==> config.mk <==
export PLATFORM = sky130hd
export DESIGN_NAME = nibble_serial_add_ctrl
export DESIGN_NICKNAME = d
export VERILOG_FILES = /design/src/rtl/nsa_pkg.sv /design/src/rtl/ripple_carry_adder.sv /design/src/rtl/nibble_serial_add_ctrl.sv
export SDC_FILE = /design/constraint.sdc
export NUM_CORES = 1
export LEC_CHECK = 0
export BUFFER_PORTS_ARGS = -buffer_cell sky130_fd_sc_hd__clkbuf_2
export CAP_MARGIN = 40
export CORE_MARGIN = 5
export CORE_UTILIZATION = 45
export CTS_BUF_LIST = sky130_fd_sc_hd__clkbuf_4 sky130_fd_sc_hd__clkbuf_8 sky130_fd_sc_hd__clkbuf_16
export CTS_CLUSTER_SIZE = 16
export DETAILED_ROUTE_END_ITERATION = 6
export HOLD_SLACK_MARGIN = 0.1
export PLACE_DENSITY_LB_ADDON = 0.08
export SYNTH_ARGS = -nofsm -noshare
export SYNTH_HDL_FRONTEND = slang
export SYNTH_SLANG_ARGS = --single-unit
export TNS_END_PERCENT = 5
==> constraint.sdc <==
create_clock -name clk -period 7.45 [get_ports clk]
set_clock_uncertainty 0.2 [all_clocks]
set_input_delay 1.8625 -clock clk [delete_from_list [all_inputs] [get_ports clk]]
set_output_delay 1.8625 -clock clk [all_outputs]
set_load 0.005 [all_outputs]
==> src/rtl/nsa_pkg.sv <==
`default_nettype none
// ============================================================================
// Module      : nsa_pkg
// Description : Shared types and constants for the nibble-serial adder
//               controller: FSM state encoding, nibble width and a helper
//               that recovers the carry into a slice's top bit.
// Revision    : 1.0 - initial release
// ============================================================================
package nsa_pkg;

  // Width of one adder slice (one nibble).
  localparam int NIBBLE_W = 4;

  // Controller states, 2-bit encoding.
  typedef enum logic [1:0] {
    ST_IDLE = 2'd0,
    ST_RUN  = 2'd1,
    ST_DONE = 2'd2
  } state_t;

  // The slice adder only exposes its final carry. The carry that entered
  // the top bit is recovered from that bit's operands and sum:
  // s = a ^ b ^ c_in  =>  c_in = a ^ b ^ s.
  function automatic logic msb_carry_in(input logic a_msb,
                                        input logic b_msb,
                                        input logic s_msb);
    return a_msb ^ b_msb ^ s_msb;
  endfunction

endpackage : nsa_pkg
`default_nettype wire

==> src/rtl/ripple_carry_adder.sv <==
`default_nettype none
// ============================================================================
// Module      : ripple_carry_adder
// Description : Combinational ripple-carry adder slice built from a chain
//               of full adders. Used as the single arithmetic resource of
//               the nibble-serial controller.
// Ports       : a, b   - addend slices (WIDTH bits)
//               cin    - carry into bit 0
//               sum    - WIDTH-bit sum
//               carry  - carry out of the top bit
// Revision    : 1.0 - initial release
// ============================================================================
module ripple_carry_adder
  import nsa_pkg::*;
#(
  parameter int WIDTH = NIBBLE_W
) (
  input  logic [WIDTH-1:0] a,
  input  logic [WIDTH-1:0] b,
  input  logic             cin,
  output logic [WIDTH-1:0] sum,
  output logic             carry
);

  // w_c[i] is the carry into bit i; w_c[WIDTH] is the carry out.
  logic [WIDTH:0] w_c;

  assign w_c[0] = cin;

  for (genvar i = 0; i < WIDTH; i++) begin : g_bit
    assign sum[i]   = a[i] ^ b[i] ^ w_c[i];
    assign w_c[i+1] = (a[i] & b[i]) | (w_c[i] & (a[i] ^ b[i]));
  end

  assign carry = w_c[WIDTH];

endmodule : ripple_carry_adder
`default_nettype wire

==> src/rtl/nibble_serial_add_ctrl.sv <==
`default_nettype none
// ============================================================================
// Module      : nibble_serial_add_ctrl
// Description : Adds two unsigned 4*NIBBLES-bit operands plus a carry-in,
//               one nibble per clock, through a single 4-bit ripple adder.
//               Valid/ready handshake on both the operand and result side.
//               A result appears NIBBLES edges after the accept edge and is
//               held until the consumer takes it.
// Ports       : clk, rst_n           - clock, async active-low reset
//               in_valid / in_ready  - operand handshake
//               a, b, cin            - operands and carry-in
//               out_valid / out_ready- result handshake
//               sum, cout, ovf       - result, carry-out, signed overflow
//               busy                 - high whenever not idle
// Revision    : 1.0 - initial release
// ============================================================================
module nibble_serial_add_ctrl
  import nsa_pkg::*;
#(
  parameter int NIBBLES = 4
) (
  input  logic                      clk,
  input  logic                      rst_n,
  input  logic                      in_valid,
  output logic                      in_ready,
  input  logic [NIBBLE_W*NIBBLES-1:0] a,
  input  logic [NIBBLE_W*NIBBLES-1:0] b,
  input  logic                      cin,
  output logic                      out_valid,
  input  logic                      out_ready,
  output logic [NIBBLE_W*NIBBLES-1:0] sum,
  output logic                      cout,
  output logic                      ovf,
  output logic                      busy
);

  localparam int c_width   = NIBBLE_W * NIBBLES;
  localparam int c_idx_w   = $clog2(NIBBLES);
  localparam int c_nib_lsb = $clog2(NIBBLE_W);
  localparam int c_base_w  = c_idx_w + c_nib_lsb;

  localparam logic [c_idx_w-1:0] c_last_idx = c_idx_w'(NIBBLES - 1);
  localparam logic [c_idx_w-1:0] c_idx_one  = c_idx_w'(1);

  // --------------------------------------------------------------------------
  // State and datapath registers
  // --------------------------------------------------------------------------
  state_t               r_state;
  state_t               w_next_state;
  logic [c_idx_w-1:0]   r_idx;
  logic [c_width-1:0]   r_a;
  logic [c_width-1:0]   r_b;
  logic                 r_carry;
  logic [c_width-1:0]   r_sum;
  logic                 r_cout;
  logic                 r_ovf;

  // --------------------------------------------------------------------------
  // Control decodes
  // --------------------------------------------------------------------------
  logic w_accept;
  logic w_step;
  logic w_last;
  logic w_in_ready;
  logic w_out_valid;
  logic w_busy;

  // --------------------------------------------------------------------------
  // Slice datapath
  // --------------------------------------------------------------------------
  logic [c_base_w-1:0]  w_base;
  logic [NIBBLE_W-1:0]  w_a_nib;
  logic [NIBBLE_W-1:0]  w_b_nib;
  logic [NIBBLE_W-1:0]  w_slice_sum;
  logic                 w_slice_carry;
  logic                 w_slice_ovf;

  // Bit offset of the current nibble: idx * NIBBLE_W.
  assign w_base  = {r_idx, {c_nib_lsb{1'b0}}};
  assign w_a_nib = r_a[w_base +: NIBBLE_W];
  assign w_b_nib = r_b[w_base +: NIBBLE_W];

  ripple_carry_adder #(
    .WIDTH (NIBBLE_W)
  ) u_slice (
    .a     (w_a_nib),
    .b     (w_b_nib),
    .cin   (r_carry),
    .sum   (w_slice_sum),
    .carry (w_slice_carry)
  );

  // Only meaningful on the last nibble, where the slice's top bit is the
  // operand MSB.
  assign w_slice_ovf = msb_carry_in(w_a_nib[NIBBLE_W-1], w_b_nib[NIBBLE_W-1],
                                    w_slice_sum[NIBBLE_W-1]) ^ w_slice_carry;

  // --------------------------------------------------------------------------
  // FSM: state register
  // --------------------------------------------------------------------------
  always_ff @(posedge clk or negedge rst_n) begin
    if (!rst_n) begin
      r_state <= ST_IDLE;
    end else begin
      r_state <= w_next_state;
    end
  end

  // --------------------------------------------------------------------------
  // FSM: next state and state-derived outputs
  // --------------------------------------------------------------------------
  always_comb begin
    w_next_state = r_state;
    w_in_ready   = 1'b0;
    w_out_valid  = 1'b0;
    w_busy       = 1'b1;
    w_step       = 1'b0;

    case (r_state)
      ST_IDLE: begin
        w_in_ready = 1'b1;
        w_busy     = 1'b0;
        if (in_valid) begin
          w_next_state = ST_RUN;
        end
      end
      ST_RUN: begin
        w_step = 1'b1;
        if (w_last) begin
          w_next_state = ST_DONE;
        end
      end
      ST_DONE: begin
        w_out_valid = 1'b1;
        // Leaving DONE goes through IDLE, so a new accept can never share
        // the edge that retires the current result.
        if (out_ready) begin
          w_next_state = ST_IDLE;
        end
      end
      default: begin
        w_next_state = ST_IDLE;
      end
    endcase
  end

  assign w_last   = (r_idx == c_last_idx);
  assign w_accept = in_valid && w_in_ready;

  // --------------------------------------------------------------------------
  // Datapath registers
  // --------------------------------------------------------------------------
  always_ff @(posedge clk or negedge rst_n) begin
    if (!rst_n) begin
      r_idx   <= '0;
      r_a     <= '0;
      r_b     <= '0;
      r_carry <= 1'b0;
      r_sum   <= '0;
      r_cout  <= 1'b0;
      r_ovf   <= 1'b0;
    end else if (w_accept) begin
      r_a     <= a;
      r_b     <= b;
      r_carry <= cin;
      r_idx   <= '0;
      r_sum   <= '0;
    end else if (w_step) begin
      r_sum[w_base +: NIBBLE_W] <= w_slice_sum;
      r_carry                   <= w_slice_carry;
      if (w_last) begin
        // Park idx at zero so it never leaves the legal range when
        // NIBBLES is not a power of two.
        r_idx  <= '0;
        r_cout <= w_slice_carry;
        r_ovf  <= w_slice_ovf;
      end else begin
        r_idx <= r_idx + c_idx_one;
      end
    end
  end

  // --------------------------------------------------------------------------
  // Outputs
  // --------------------------------------------------------------------------
  assign in_ready  = w_in_ready;
  assign out_valid = w_out_valid;
  assign busy      = w_busy;
  assign sum       = r_sum;
  assign cout      = r_cout;
  assign ovf       = r_ovf;

endmodule : nibble_serial_add_ctrl
`default_nettype wire

==> metrics.md <==
| Metric | Value |
|---|---|
| Total core area | `5608 µm²` |
| Worst R2R Setup Slack | `4.19 ns` |
| Cells taking the most area after synthesis | `sky130_fd_sc_hd__dfrtp_1 (52%), sky130_fd_sc_hd__nand2_1 (15%), sky130_fd_sc_hd__mux4_2 (6.9%)` |
| Critical path class | `flop to output pin` |
| Power per unit of standard cell area | `452.3 nW/µm²` |
| Wire per inst | `about 14 µm` |
| Number of synthesized flops with an enable pin | `0` |
| Netlist area before placement | `2629 µm²` |
| Post-route worst setup slack | `3.973 ns` |
| Number of H-tree levels | `2` |
| Hold Fails Final Rpt | `0` |
| Clk Latency, worst-skew pair | `just over 0.3 ns` |
| Share of the yosys chip area belonging to registers | `52.36%` |
| Reg-to-reg startpoint | `r_idx[0]` |
| Total clock buffers created by CTS | `5` |
| Setup tns final | `0 ns` |
| # diodes | `0` |
| Most numerous cell types in the synthesized netlist | `sky130_fd_sc_hd__nand2_1 (103), sky130_fd_sc_hd__dfrtp_1 (55), sky130_fd_sc_hd__inv_1 (12)` |
| TritonCTS clock tree | `built` |
| Via count of the first global-routing pass | `approximately 2k` |
| Cell taking the most area after synthesis | `sky130_fd_sc_hd__dfrtp_1` |
| Hold-fix buffers at CTS | `0` |
| PnR Total Power | `between 1 and 1.5 mW` |
| End-of-flow core utilization | `54.53%` |
| Global-route wire length before repair | `9446 µm` |
| Cell depth of the worst flop-to-flop path | `12` |
| Total routing usage reported by global routing | `16.34%` |
| Kind of path behind the tightest hold check | `flop to flop` |
| Die ar. | `7470 µm²` |
| Relative contribution of the clock network to total power | `a little under an eighth` |
| Global-route congestion overflow total | `0` |
| Avg Vias per Cell | `between 4 and 5` |
| Standby leakage power | `1.616 nW` |
| Die Ht | `86.43 µm` |
| Non-Filler Instances | `384` |
| Total wire length | `between 5000 and 6000 µm` |
| Count leader, synth | `sky130_fd_sc_hd__nand2_1` |
| Fraction of post-synthesis cell area in the top cell type by area | `52.36%` |
| Number of nets in the finished design | `357` |
| Die width | `roughly 86 µm` |
| Placement-stage worst setup slack | `4.070 ns` |
| Least-Margin Pin Slew | `0.6852 ns` |
| Count of pins on the block boundary | `58` |
| Clock Pin Slew Worst Setup and Hold Paths | `~0.10 ns` |
| Final critical delay including setup and external delays | `between 3 and 4 ns` |
| Total half-perimeter wirelength after legalization and detailed placement | `~3900 µm` |
| Final GP Congestion | `0.7853` |
| Critical Path Source Type | `flop` |
| Arrival time at the worst endpoint | `1.41 ns` |
| Number of synthesized register bits | `55` |
| Unrepaired setup endpoints after global routing | `no` |
| Setup crit end kind | `output pin` |
| Max frequency | `roughly 290 MHz` |
| Synthesized instance count | `255` |
| Internal power | `0.8037 mW` |
| Critical-path maximum fanout | `17` |
| Antenna Violating Nets Remaining | `0` |
| Number of antenna violations at the first check in global routing | `0` |
| Pins over their slew limit | `0` |
| Post-Synthesis Net Count | `between 300 and 400` |
| Outcome | `complete, no violations` |
| Seq pwr share | `36.7%` |
| Violation count after the first detailed-route iteration | `between 40 and 50` |
| Ys flop type | `sky130_fd_sc_hd__dfrtp_1` |
| Critical path destination | `in_ready` |
| Fillcell total | `570` |
| Async set-or-reset flop fraction in the synthesized netlist | `100.0%` |
| Final critical-path share of the clock period | `46.67%` |
| Number of instances in the placed design | `~380` |
| Worst slew slack as a fraction of its limit | `54.32%` |
| Setup repair bufs after CTS | `0` |
| Combinational share of power | `51.4%` |
| Clock tree buffer depth | `2` |
| DRC violations left | `0` |
| Fraction of layout instances using a drive strength above 1 | `26.92%` |
| Avg Cell Area, Syn | `just over 10 µm²` |
| Effective utilization at floorplan | `46.88%` |
| Source of the critical timing path | `r_state[0]` |
| Final setup fails | `0` |
| Required time worst endpoint | `5.39 ns` |
| Largest vdd supply drop | `0.1821 mV` |
| Quantity of I/O buffers inserted on ports | `57` |
| Net switching power | `0.5796 mW` |
| Count of maximum capacitance violations | `0` |
| Distinct cells, synth | `37` |
| Routed vias | `1894` |
| Drt first pass iters | `4` |
| Standard-cell row count | `27` |
| Post-cts repair resize count | `0` |
| Sink Count | `55` |
| Fraction of power spent switching nets | `41.90%` |
| Reg2reg end | `ovf` |
| Yosys Warn Count | `0` |
| Maximum number of pins on one net before global-route repair | `56` |
| Synthesis-to-layout area growth | `16.33%` |
| Buffer cell driving the clock tree root | `sky130_fd_sc_hd__clkbuf_8` |
power by group through the flow:
| stage | Clock (mW) | Sequential, mW | Combinational (mW) |
|---|---|---|---|
| final | 0.164 | 0.508 | 0.710 |
| after detailed placement | 0 | 0.516 | 0.727 |
| after global routing | 0.183 | 0.527 | 0.814 |
| after CTS | 0.169 | 0.510 | 0.731 |
| after global placement | 0 | 0.513 | 0.720 |
| after floorplan | 0 | 0.479 | 0.542 |
area by class of cell:
cell class	instances	area, µm²	share of cell area (%)
repair buffers	61	322.8	10.56
inverters	13	48.80	1.596
well taps	72	90.09	2.946
flip-flops and latches	55	1376	45.01
clock buffers	5	68.82	2.250
clock inverters	3	20.02	0.6547
multi-input cells	175	1131	36.99
metal layers:
layer	vias to the layer above	GRT usage (%)	wire length, µm
li1	949	-	-
met1	904	20.78	2399
met2	36	26.63	2633
met3	5	4.658	249
met4	0	5.949	80
met5	-	0	0
worst max-delay path, cell delays in order (launching register included):
cell	delay, ns
sky130_fd_sc_hd__dfrtp_1	0.58
sky130_fd_sc_hd__or2_2	0.37
sky130_fd_sc_hd__inv_1	0.06
sky130_fd_sc_hd__clkbuf_2	0.10
kinds of logic after synthesis:
family	after synthesis	share of synthesized area (%)
buffers and inverters	25	4.855
DFF	55	52.36
muxes	9	7.282
and+or+nand+nor	128	21.51
xor gates and xnor gates	2	0.6665
adders and majority gates	9	5.426
AOI/OAI and AO/OA	27	7.901
metrics by stage:
stage	area, µm²	hold WS, ns
5_1_grt	3058	0.3067
3_5_place_dp	2969	0.2570
6_report	3058	0.2760
2_1_floorplan	2629	0.2396
4_1_cts	3058	0.2823
3_3_place_gp	2954	0.2529
sequential cells by signal (all words and copies together) (netlist names):
register and flops:
r_idx 2, ovf 1, r_b 16, cout 1, r_state 2, r_carry 1
r_a 16, sum 16
how the worst min path moves through the flow:
stage | start | cells past startpoint | slack [ns] | endpoint
floorplan | r_a[10] | 2 | 0.24 | r_a[10]
global route | r_b[10] | 2 | 0.31 | r_b[10]
finish | r_b[12] | 2 | 0.28 | r_b[12]
CTS | r_b[10] | 2 | 0.28 | r_b[10]
global placement | r_b[12] | 2 | 0.25 | r_b[12]
detailed placement | r_b[10] | 2 | 0.26 | r_b[10]
cell usage in the layout, fill, tap and decap left out, types with 5 or more instances in the layout:
cell | Yosys | routed
sky130_fd_sc_hd__inv_1 | 12 | 12
sky130_fd_sc_hd__a22o_1 | 6 | 6
sky130_fd_sc_hd__nand2b_1 | 5 | 5
sky130_fd_sc_hd__o2bb2ai_1 | 6 | 6
sky130_fd_sc_hd__mux4_2 | 8 | 8
sky130_fd_sc_hd__nand2_1 | 103 | 103
sky130_fd_sc_hd__clkbuf_2 | 0 | 57
sky130_fd_sc_hd__clkbuf_8 | 0 | 5
sky130_fd_sc_hd__dfrtp_1 | 55 | 55
sky130_fd_sc_hd__ha_1 | 5 | 5
Note: power is estimated with default switching activity, not from simulation.
